**src/rtl/button_event_gen.sv**
```systemverilog
// Turns a debounced button level into registered single-cycle press/release/repeat
// events, a long-press level and a wrapping press counter.
//
// state   | meaning
// --------+-----------------------------------------------------------
// ARM     | after reset; waits for the button to read released
// IDLE    | button released, ready to accept a press
// PRESSED | button down, counting towards long-press
// HELD    | long-press reached, emitting auto-repeat pulses
module button_event_gen #(
   parameter int LONG_CYCLES   = 25_000_000,
   parameter int REPEAT_CYCLES = 5_000_000,
   parameter int COUNT_W       = 8
) (
   input  logic               clk_hifreq,
   input  logic               rst,
   input  logic               btn_level,
   output logic               press_pulse,
   output logic               release_pulse,
   output logic               long_press,
   output logic               repeat_pulse,
   output logic [COUNT_W-1:0] press_count
);

   // Counters keep at least one bit so REPEAT_CYCLES = 1 still elaborates.
   localparam int HW = (LONG_CYCLES > 1) ? $clog2(LONG_CYCLES) : 1;
   localparam int RW = (REPEAT_CYCLES > 1) ? $clog2(REPEAT_CYCLES) : 1;
   localparam logic [HW-1:0] HOLD_LAST = HW'(LONG_CYCLES - 1);
   localparam logic [RW-1:0] REP_LAST  = RW'(REPEAT_CYCLES - 1);

   typedef enum logic [1:0] {ARM, IDLE, PRESSED, HELD} state_t;

   state_t             state, state_nx;
   logic [HW-1:0]      hold_cnt, hold_nx;
   logic [RW-1:0]      rep_cnt, rep_nx;
   logic [COUNT_W-1:0] count_nx;
   logic               press_nx, release_nx, repeat_nx;

   always_ff @(posedge clk_hifreq or posedge rst) begin
      if (rst) begin
         state         <= ARM;
         hold_cnt      <= '0;
         rep_cnt       <= '0;
         press_count   <= '0;
         press_pulse   <= 1'b0;
         release_pulse <= 1'b0;
         repeat_pulse  <= 1'b0;
         long_press    <= 1'b0;
      end else begin
         state         <= state_nx;
         hold_cnt      <= hold_nx;
         rep_cnt       <= rep_nx;
         press_count   <= count_nx;
         press_pulse   <= press_nx;
         release_pulse <= release_nx;
         repeat_pulse  <= repeat_nx;
         long_press    <= (state_nx == HELD);
      end
   end

   always_comb begin
      state_nx   = state;
      hold_nx    = hold_cnt;
      rep_nx     = rep_cnt;
      count_nx   = press_count;
      press_nx   = 1'b0;
      release_nx = 1'b0;
      repeat_nx  = 1'b0;
      case (state)
         ARM: begin
            if (!btn_level) state_nx = IDLE;
         end
         IDLE: begin
            if (btn_level) begin
               state_nx = PRESSED;
               press_nx = 1'b1;
               count_nx = press_count + 1'b1;
               hold_nx  = '0;
            end
         end
         PRESSED: begin
            // Release takes priority over reaching the long-press threshold.
            if (!btn_level) begin
               state_nx   = IDLE;
               release_nx = 1'b1;
            end else if (hold_cnt == HOLD_LAST) begin
               state_nx  = HELD;
               repeat_nx = 1'b1;
               rep_nx    = '0;
            end else begin
               hold_nx = hold_cnt + 1'b1;
            end
         end
         HELD: begin
            if (!btn_level) begin
               state_nx   = IDLE;
               release_nx = 1'b1;
            end else if (rep_cnt == REP_LAST) begin
               repeat_nx = 1'b1;
               rep_nx    = '0;
            end else begin
               rep_nx = rep_cnt + 1'b1;
            end
         end
         default: state_nx = ARM;
      endcase
   end

endmodule

```
**config.mk**
```make
export PLATFORM = sky130hd
export DESIGN_NAME = button_event_gen
export DESIGN_NICKNAME = d
export VERILOG_FILES = /design/src/rtl/button_event_gen.sv
export SDC_FILE = /design/constraint.sdc
export NUM_CORES = 1
export LEC_CHECK = 0
export BUFFER_PORTS_ARGS = -buffer_cell sky130_fd_sc_hd__buf_4
export CORE_UTILIZATION = 55
export DETAILED_ROUTE_END_ITERATION = 6
export GPL_ROUTABILITY_DRIVEN = 0
export PLACE_DENSITY_LB_ADDON = 0.08
export SETUP_SLACK_MARGIN = 0.15
export SLEW_MARGIN = 5
export SYNTH_ARGS = -nofsm -noshare
export SYNTH_HDL_FRONTEND = slang
export SYNTH_SLANG_ARGS = --single-unit
```
**constraint.sdc**
```tcl
create_clock -name clk_hifreq -period 2.23 [get_ports clk_hifreq]
set_input_delay 0.223 -clock clk_hifreq [delete_from_list [all_inputs] [get_ports clk_hifreq]]
set_output_delay 0.223 -clock clk_hifreq [all_outputs]
set_load 0.01 [all_outputs]
```
Word level (Yosys, flattened, before mapping). Cells that the tools add are included.

Register bits after elaboration: 62. Bits in latches: 0. Memory bits (writable): 0. Bits in read-only memories: 0. Input port bits: 3. Memories kept: 0.

Add/sub/neg operators: 3. Multiply operators: 0. Divide/modulo/power cells: 0. $lt $le $gt $ge: 0. Eq/ne operators: 11. Shift-type cells: 0. Mux-type cells: 23. Bitwise gates (word level): 0. Reductions and logical operators: 8.

Operator list (count): two-way mux 23 bit (4); two-way mux 25 bit (3); case mux 25 bit (2 select lines) (1); case mux 23 bit (2 select lines) (1); adder 25 x 1 -> 25 bit, second input constant (1); == test 25 bit, second input constant (1); adder 23 x 1 -> 23 bit, second input constant (1); == test 23 bit, second input constant (1); != test 2 bit, second input constant (5); adder 8 x 1 -> 8 bit, second input constant (1); two-way mux 1 bit (8); two-way mux 2 bit (4); AND reduction 4 bit (2); == test 2 bit, second input constant (3); case mux 2 bit (3 select lines) (1); nonzero test 2 bit (2); OR reduction 2 bit (2); == test 2 x 1 -> 1 bit, second input constant (1); zero test 2 bit (1); case mux 1 bit (2 select lines) (1); AND reduction 2 bit (1).

Depth between registers and ports, before layout. Gate-level depths: netlist of run 1.

Depth in word-level cells: 5. Mapped depth: 8. Mapped depth without buffers: 8.

Worst setup path after synthesis of run 1. Ideal clock, no wire load.

Path kind: reg2reg. Start point: reg state[0]. End point: reg rep_cnt[10]. Arrival: 2.022 ns. Data required time: 2.109 ns. Path slack: 0.087 ns. Stages on the path, launching flop included: 9. Path buffers: 1. Path through: dfrtp_1 -> inv_1 -> ha_1 -> nor4bb_1 -> nand4_1 -> o22ai_1 -> clkbuf_1 -> o211ai_1 -> a22o_1.

Word-level cells in the longest chain between the ends: 3. Elaborated cells on any way between the ends: 8. Classes of those cells: 5 x eq/ne; 1 x mux; 2 x reduce/logical.

RTL lines: start, declared (line 33) `state_t state, state_nx;`; start signal, assigned (line 50) `state <= state_nx;`; == test 2 bit (line 69) `case (state)`; != test 2 bit (no line) / nonzero test 2 bit (equally long branches); AND reduction 4 bit (no line); end signal, assigned (line 52) `rep_cnt <= rep_nx;`; end, declared (line 35) `logic [RW-1:0] rep_cnt, rep_nx;`.

Several ways; a longest one is shown, not always the timed one. A chain may end at the register's enable or synchronous reset.

Worst setup path in the final report of run 1.
Start point: reg rep_cnt[20]. End point: reg rep_cnt[5].

Word-level cells in the longest chain between the ends: 4.

RTL lines: == test 23 bit (line 98) `end else if (rep_cnt == REP_LAST) begin`; two-way mux 23 bit (line 98); two-way mux 23 bit (line 95) `if (!btn_level) begin`; case mux 23 bit (2 select lines) (line 69).

No other way between the ends. The select of a mux whose other input is x is not followed.

==> results of run 1 <==
## area by class of cell
type                    instances  area share (%)
clock inverters                 4           1.623
clock buffers                  11           3.507
flip-flops and latches         62           35.94
inverters                      20           1.739
repair buffers                 60           11.10
multi-input cells             276           43.91
well taps                      75           2.174
## critical path, delay by kind of cell (launching register included)
kind | cells | cell delay (ns)
DFF | 1 | 0.39
and+or+nand+nor | 2 | 0.97
AOI/OAI and AO/OA | 3 | 0.74
## cell usage in the layout, fill, tap and decap left out, types with 4 or more instances in the layout
cell	n
a21oi_1	9
a21oi_2	4
a22o_1	7
and3_1	10
and4_1	5
buf_4	52
buf_6	7
clkbuf_8	11
dfrtp_1	62
inv_1	17
mux2i_1	6
nand2_1	30
nand3_1	17
nand4_1	19
nor2_1	31
nor3_1	16
nor4_1	4
o211a_1	5
o211ai_1	6
o21ai_0	12
o2bb2ai_1	4
o31ai_1	7
or3_1	8
xnor2_1	15
xor2_1	4
## metal layers
layer / wire length (um) / vias to the layer above
met2: 4139 / 84
met4: 140 / 0
li1: - / 1489
met3: 370 / 19
met5: 0 / -
met1: 4077 / 1544
## path summary, 6_finish.rpt
kind / slack, ns / startpoint / endpoint / depth (start not counted)
min in group asynchronous: 0.49 / rst / rep_cnt[19] / 3
worst max-delay path: 0.02 / rep_cnt[20] / rep_cnt[5] / 5
worst min-delay path: 0.24 / btn_level / rep_cnt[19] / 3
max in group asynchronous: 1.05 / rst / hold_cnt[15] / 4
worst min register to register: 0.48 / press_count[7] / press_count[7] / 1
worst max register to register: 0.02 / rep_cnt[20] / rep_cnt[5] / 5
## repair_timing
item / in CTS / in global routing
setup buffers: 3 / 2
endpoints found under the setup margin: 23 / 37
pin swaps: 11 / 6
gates cloned: 1 / 0
hold buffers: 1 / 0
gates resized for setup: 17 / 31
hold endpoints to repair: 21 / 0
## registers in the layout, summed over array words and instances (netlist names)
| name | count |
|---|---|
| hold_cnt | 25 |
| state | 2 |
| long_press | 1 |
| rep_cnt | 23 |
| press_count | 8 |
| press_pulse | 1 |
| repeat_pulse | 1 |
| release_pulse | 1 |
## metrics by stage
stage	setup WS, ns	cells	power (mW)
after global routing	-0.02987	508	3.581
after global placement	-0.003684	486	2.159
after detailed placement	-0.06618	486	2.181
after CTS	0.04800	506	3.337
after floorplan	0.1247	374	1.843
final	0.01816	508	3.413
## logic make-up after synthesis
logic type	count (synthesis)
AND/OR/NAND/NOR	166
AO/OA/AOI/OAI	78
flip-flops	62
buffers and inverters	36
XOR/XNOR	19
multiplexers	7
adder cells (fa/ha/maj)	6
## power breakdown
part	internal, mW	switching, mW	total [mW]
Sequential	1.26	0.137	1.40
Combinational	0.414	0.486	0.900
Clock	0.680	0.433	1.11
Total	2.36	1.06	3.41
==> flow_summary.toml, run 1 <==
[pwr]
peakVddDrop_mv = 0.5856
cellPowerDensity_nw_per_um2 = 790.7
p_leak_nw = 1.873

[logic_synthesis]
yosys.cell_types.count = 47
yosysWarnings = 0
syn_area_sq_um = 3423
synth_compound_area_share_pct = 15.83
synthAdderAreaFrac_pct = 2.193
synth_edf_count = 0
ys_top_cells_by_count = "dfrtp_1 (62), nor2_1 (33), nand2_1 (31)"
avgSynthCellArea_sq_um = 9.153
postSynthCellCount = 374
ys_seq_area_share_pct = 45.32
ys.flop_type = "dfrtp_1"
synthSimpleGateAreaFrac_pct = 25.55
ys_ff_latch = 62
ys_top_cells_by_area = "dfrtp_1 (45%), xnor2_1 (3.8%), nor2_1 (3.6%)"
synth_top_family_by_area = "simple AND/OR/NAND/NOR gates"
synth_xor_area_share_pct = 4.861
yosysMostFrequentCell = "dfrtp_1"
syn_nets = 383
synthArstFlopShare_pct = 100.0
synthMuxAreaShare_pct = 2.083
yosysTopAreaCell = "dfrtp_1"
netlist.area_leader.share_pct = 45.32

[cts]
clkLatencyLatePin_ns = 0.34
clk_pin_slew_worst_paths_ns = 0.07
numClockSinks = 62
cts_made_buffers = 9
root_buffer = "clkbuf_8"
cts_tree = "done"
clock_path_buffers = 2
h-tree-depth = 3

[critical_path]
critPathMaxStageDelay_ns = 0.51
cp_max_fo = 6
critPathRequiredTime_ns = 2.45
crit_type = "reg -> reg"
crit_path_start_kind = "flop"
cpMaxStageDelayCell = "or4_1"
cp-end-kind = "flop"
cp_cell_sequence = "or4_1, or4_4, o21a_4, a211o_1, a22o_1"
critPathArrivalTime_ns = 2.44

[global_routing]
grt_first_pass_wirelength_um = 14120
grt_most_used_layer = "met2"
grt_max_degree = 24
antenna_found_initial = 0
use_met3_pct = 6.067
grt_overflow = 0
met1_usage_pct = 38.20
grtUsageTotal_pct = 28.40
grt_pass1_vias = 2917
use_met2_pct = 45.29

[drt]
dr.pass1.iters = 5
drc = 0
dr.first_iter.drc_count = 160
via_count = 3136
antenna_left = 0
viasPerCell = 6.173
wl_per_cell_um = 17.18
wl_um = 8728

[finish]
utilization_pct = 72.48
area_growth_pct = 26.10
nets = 438
fill_cells = 454
multi_input_area_sq_um = 1896
diodes = 0
design_area_sq_um = 4317
layout-drive-gt1-share_pct = 25.17
register_area_sq_um = 1551

[sta]
fin_setup_tns_ns = 0
maxSlewHeadroom_pct = 55.85
clock_skew_ns = 0.007774
worstMarginPinSlew_ns = 0.6615
rsz0062_at_grt = "true"
fin_crit_ns = 2.212
period_share_pct = 99.19
hold_ws_ns = 0.2412
setup_violations = 0
report.final.slew_viol_count = 0
hold_viol = 0
max_freq_mhz = 452.1

[floorplan]
io_pins = 15
die_h_um = 80.90
initial_core_util_pct = 57.48
core_sq_um = 5956
die_x_um = 80.90
dieArea_sq_um = 6544
num_rows = 28

[run_status]
status = "finished, final reports clean"

[placement]
place_hpwl_um = 5746
placed_area_sq_um = 3850
port_buffers = 14

[hold_path]
hold_path.class = "in -> reg"

[flow_run]
maxCapViolations = 0
(Power assumes the default switching activity.)
==> inputs of run 2 (changes only) <==
Settings changed: SETUP_SLACK_MARGIN 0.15 to unset.
==> flow_summary.toml, run 2 (same netlist as run 1, synthesis figures left out) <==
[cts]
root_buffer = "clkbuf_8"
clkLatencyLatePin_ns = 0.35
clock_path_buffers = 2
clk_pin_slew_worst_paths_ns = 0.07
numClockSinks = 62
cts_tree = "done"
cts_made_buffers = 9
h-tree-depth = 3

[critical_path]
critPathArrivalTime_ns = 2.48
crit_type = "reg -> reg"
critPathRequiredTime_ns = 2.47
cp-end-kind = "flop"
crit_path_start_kind = "flop"
cp_max_fo = 5

[floorplan]
core_sq_um = 5956
die_h_um = 80.90
dieArea_sq_um = 6544
initial_core_util_pct = 57.48
num_rows = 28
die_x_um = 80.90
io_pins = 15

[finish]
nets = 466
layoutNonFillerInstCount = 537
top_register = "hold_cnt"
multi_input_area_sq_um = 1837
reg_top3 = "hold_cnt (25), rep_cnt (23), press_count (8)"
design_area_sq_um = 4432
layout_commonest_cell = "buf_4"
register_area_sq_um = 1551
mostFrequentLayoutCells = "buf_4 (82), dfrtp_1 (62), nor2_1 (33)"
largest_reg_flops = 25
fill_cells = 438
layout-drive-gt1-share_pct = 26.62
area_growth_pct = 29.46
diodes = 0

[placement]
dp_slack_ns = -0.3215
placed_area_sq_um = 4063
place_hpwl_um = 5868
port_buffers = 14
dp_cells = 513

[sta]
maxSlewHeadroom_pct = 70.02
clock_skew_ns = 0.01017
worstMarginPinSlew_ns = 0.4467
report.final.slew_viol_count = 0
setup_ws_ns = -0.01200
period_share_pct = 100.5
setup_violations = 1
fin_crit_ns = 2.242
hold_viol = 0
max_freq_mhz = 446.0
rsz0062_at_grt = "true"

[global_routing]
grt_first_pass_wirelength_um = 14200
antenna_found_initial = 0
grtUsageTotal_pct = 29.04
grt_most_used_layer = "met2"
grt_overflow = 0
grt_pass1_vias = 2928
grt_max_degree = 63
met1_usage_pct = 41.69
use_met3_pct = 4.831
use_met2_pct = 42.86

[drt]
viasPerCell = 6.082
via_count = 3266
wl_per_cell_um = 16.80
antenna_left = 0
wl_um = 9021
dr.first_iter.drc_count = 397
drc = 0
dr.pass1.iters = 6

[pwr]
peakVddDrop_mv = 0.5051
p_leak_nw = 2.016
cellPowerDensity_nw_per_um2 = 721.9

[flow_run]
maxCapViolations = 0

[run_status]
violations = "negative setup slack"
status = "complete, but fails checks"

[hold_path]
hold_path.class = "in -> reg"
## run 2: power by group
part | total [mW] | internal, mW | switching (mW)
Clock | 0.866 | 0.424 | 0.442
Combinational | 0.946 | 0.455 | 0.491
Sequential | 1.39 | 1.26 | 0.125
Total | 3.20 | 2.14 | 1.06
## run 2: per-layer routing
layer | routed length [um] | up-vias
met2 | 4126 | 122
met5 | 0 | -
li1 | - | 1545
met3 | 539 | 17
met1 | 4178 | 1582
met4 | 177 | 0
## run 2: layout make-up
cell class	count	share of cell area, %
Clock buffer	11	3.190
Multi-Input combinational cell	276	41.45
Tap cell	75	2.117
Inverter	20	1.694
Sequential cell	62	35.01
Clock inverter	5	0.5647
Timing Repair Buffer	88	15.98
## run 2: stage by stage
step	power (mW)	utilization (%)	hold slack, ns	TNS, ns
floorplan	1.839	-	0.4720	0
global placement	2.201	68.21	0.3217	-1.468
detailed placement	2.222	68.21	0.3369	-2.723
CTS	3.108	71.74	0.1775	0
global route	3.377	74.41	0.1918	-0.1877
finish	3.199	74.41	0.1910	-0.01200
## run 2: timing repair
| item | in CTS | in global routing |
|---|---|---|
| hold buffers | 1 | 0 |
| setup buffers | 2 | 5 |
| pin swaps | 0 | 7 |
| resized for setup | 2 | 21 |
| setup endpoints to repair | 12 | 22 |
| endpoints found under the hold margin | 62 | 0 |
## run 2: worst max-delay path: stages (launching register included)
cell and delay, ns:
dfrtp_1 0.40, or4_4 0.51, or4_4 0.47, o21a_4 0.27, a211o_1 0.26, a22o_1 0.23
## run 2: final timing paths
check                               start              to  slack [ns]  cells past startpoint
max in group asynchronous             rst     rep_cnt[20]        1.41                      4
max reg2reg                   rep_cnt[21]      rep_cnt[8]       -0.01                      5
min reg2reg                press_count[7]  press_count[7]        0.51                      1
max                           rep_cnt[21]      rep_cnt[8]       -0.01                      5
min                             btn_level        state[1]        0.19                      3
min in group asynchronous             rst  press_count[0]        0.54                      4
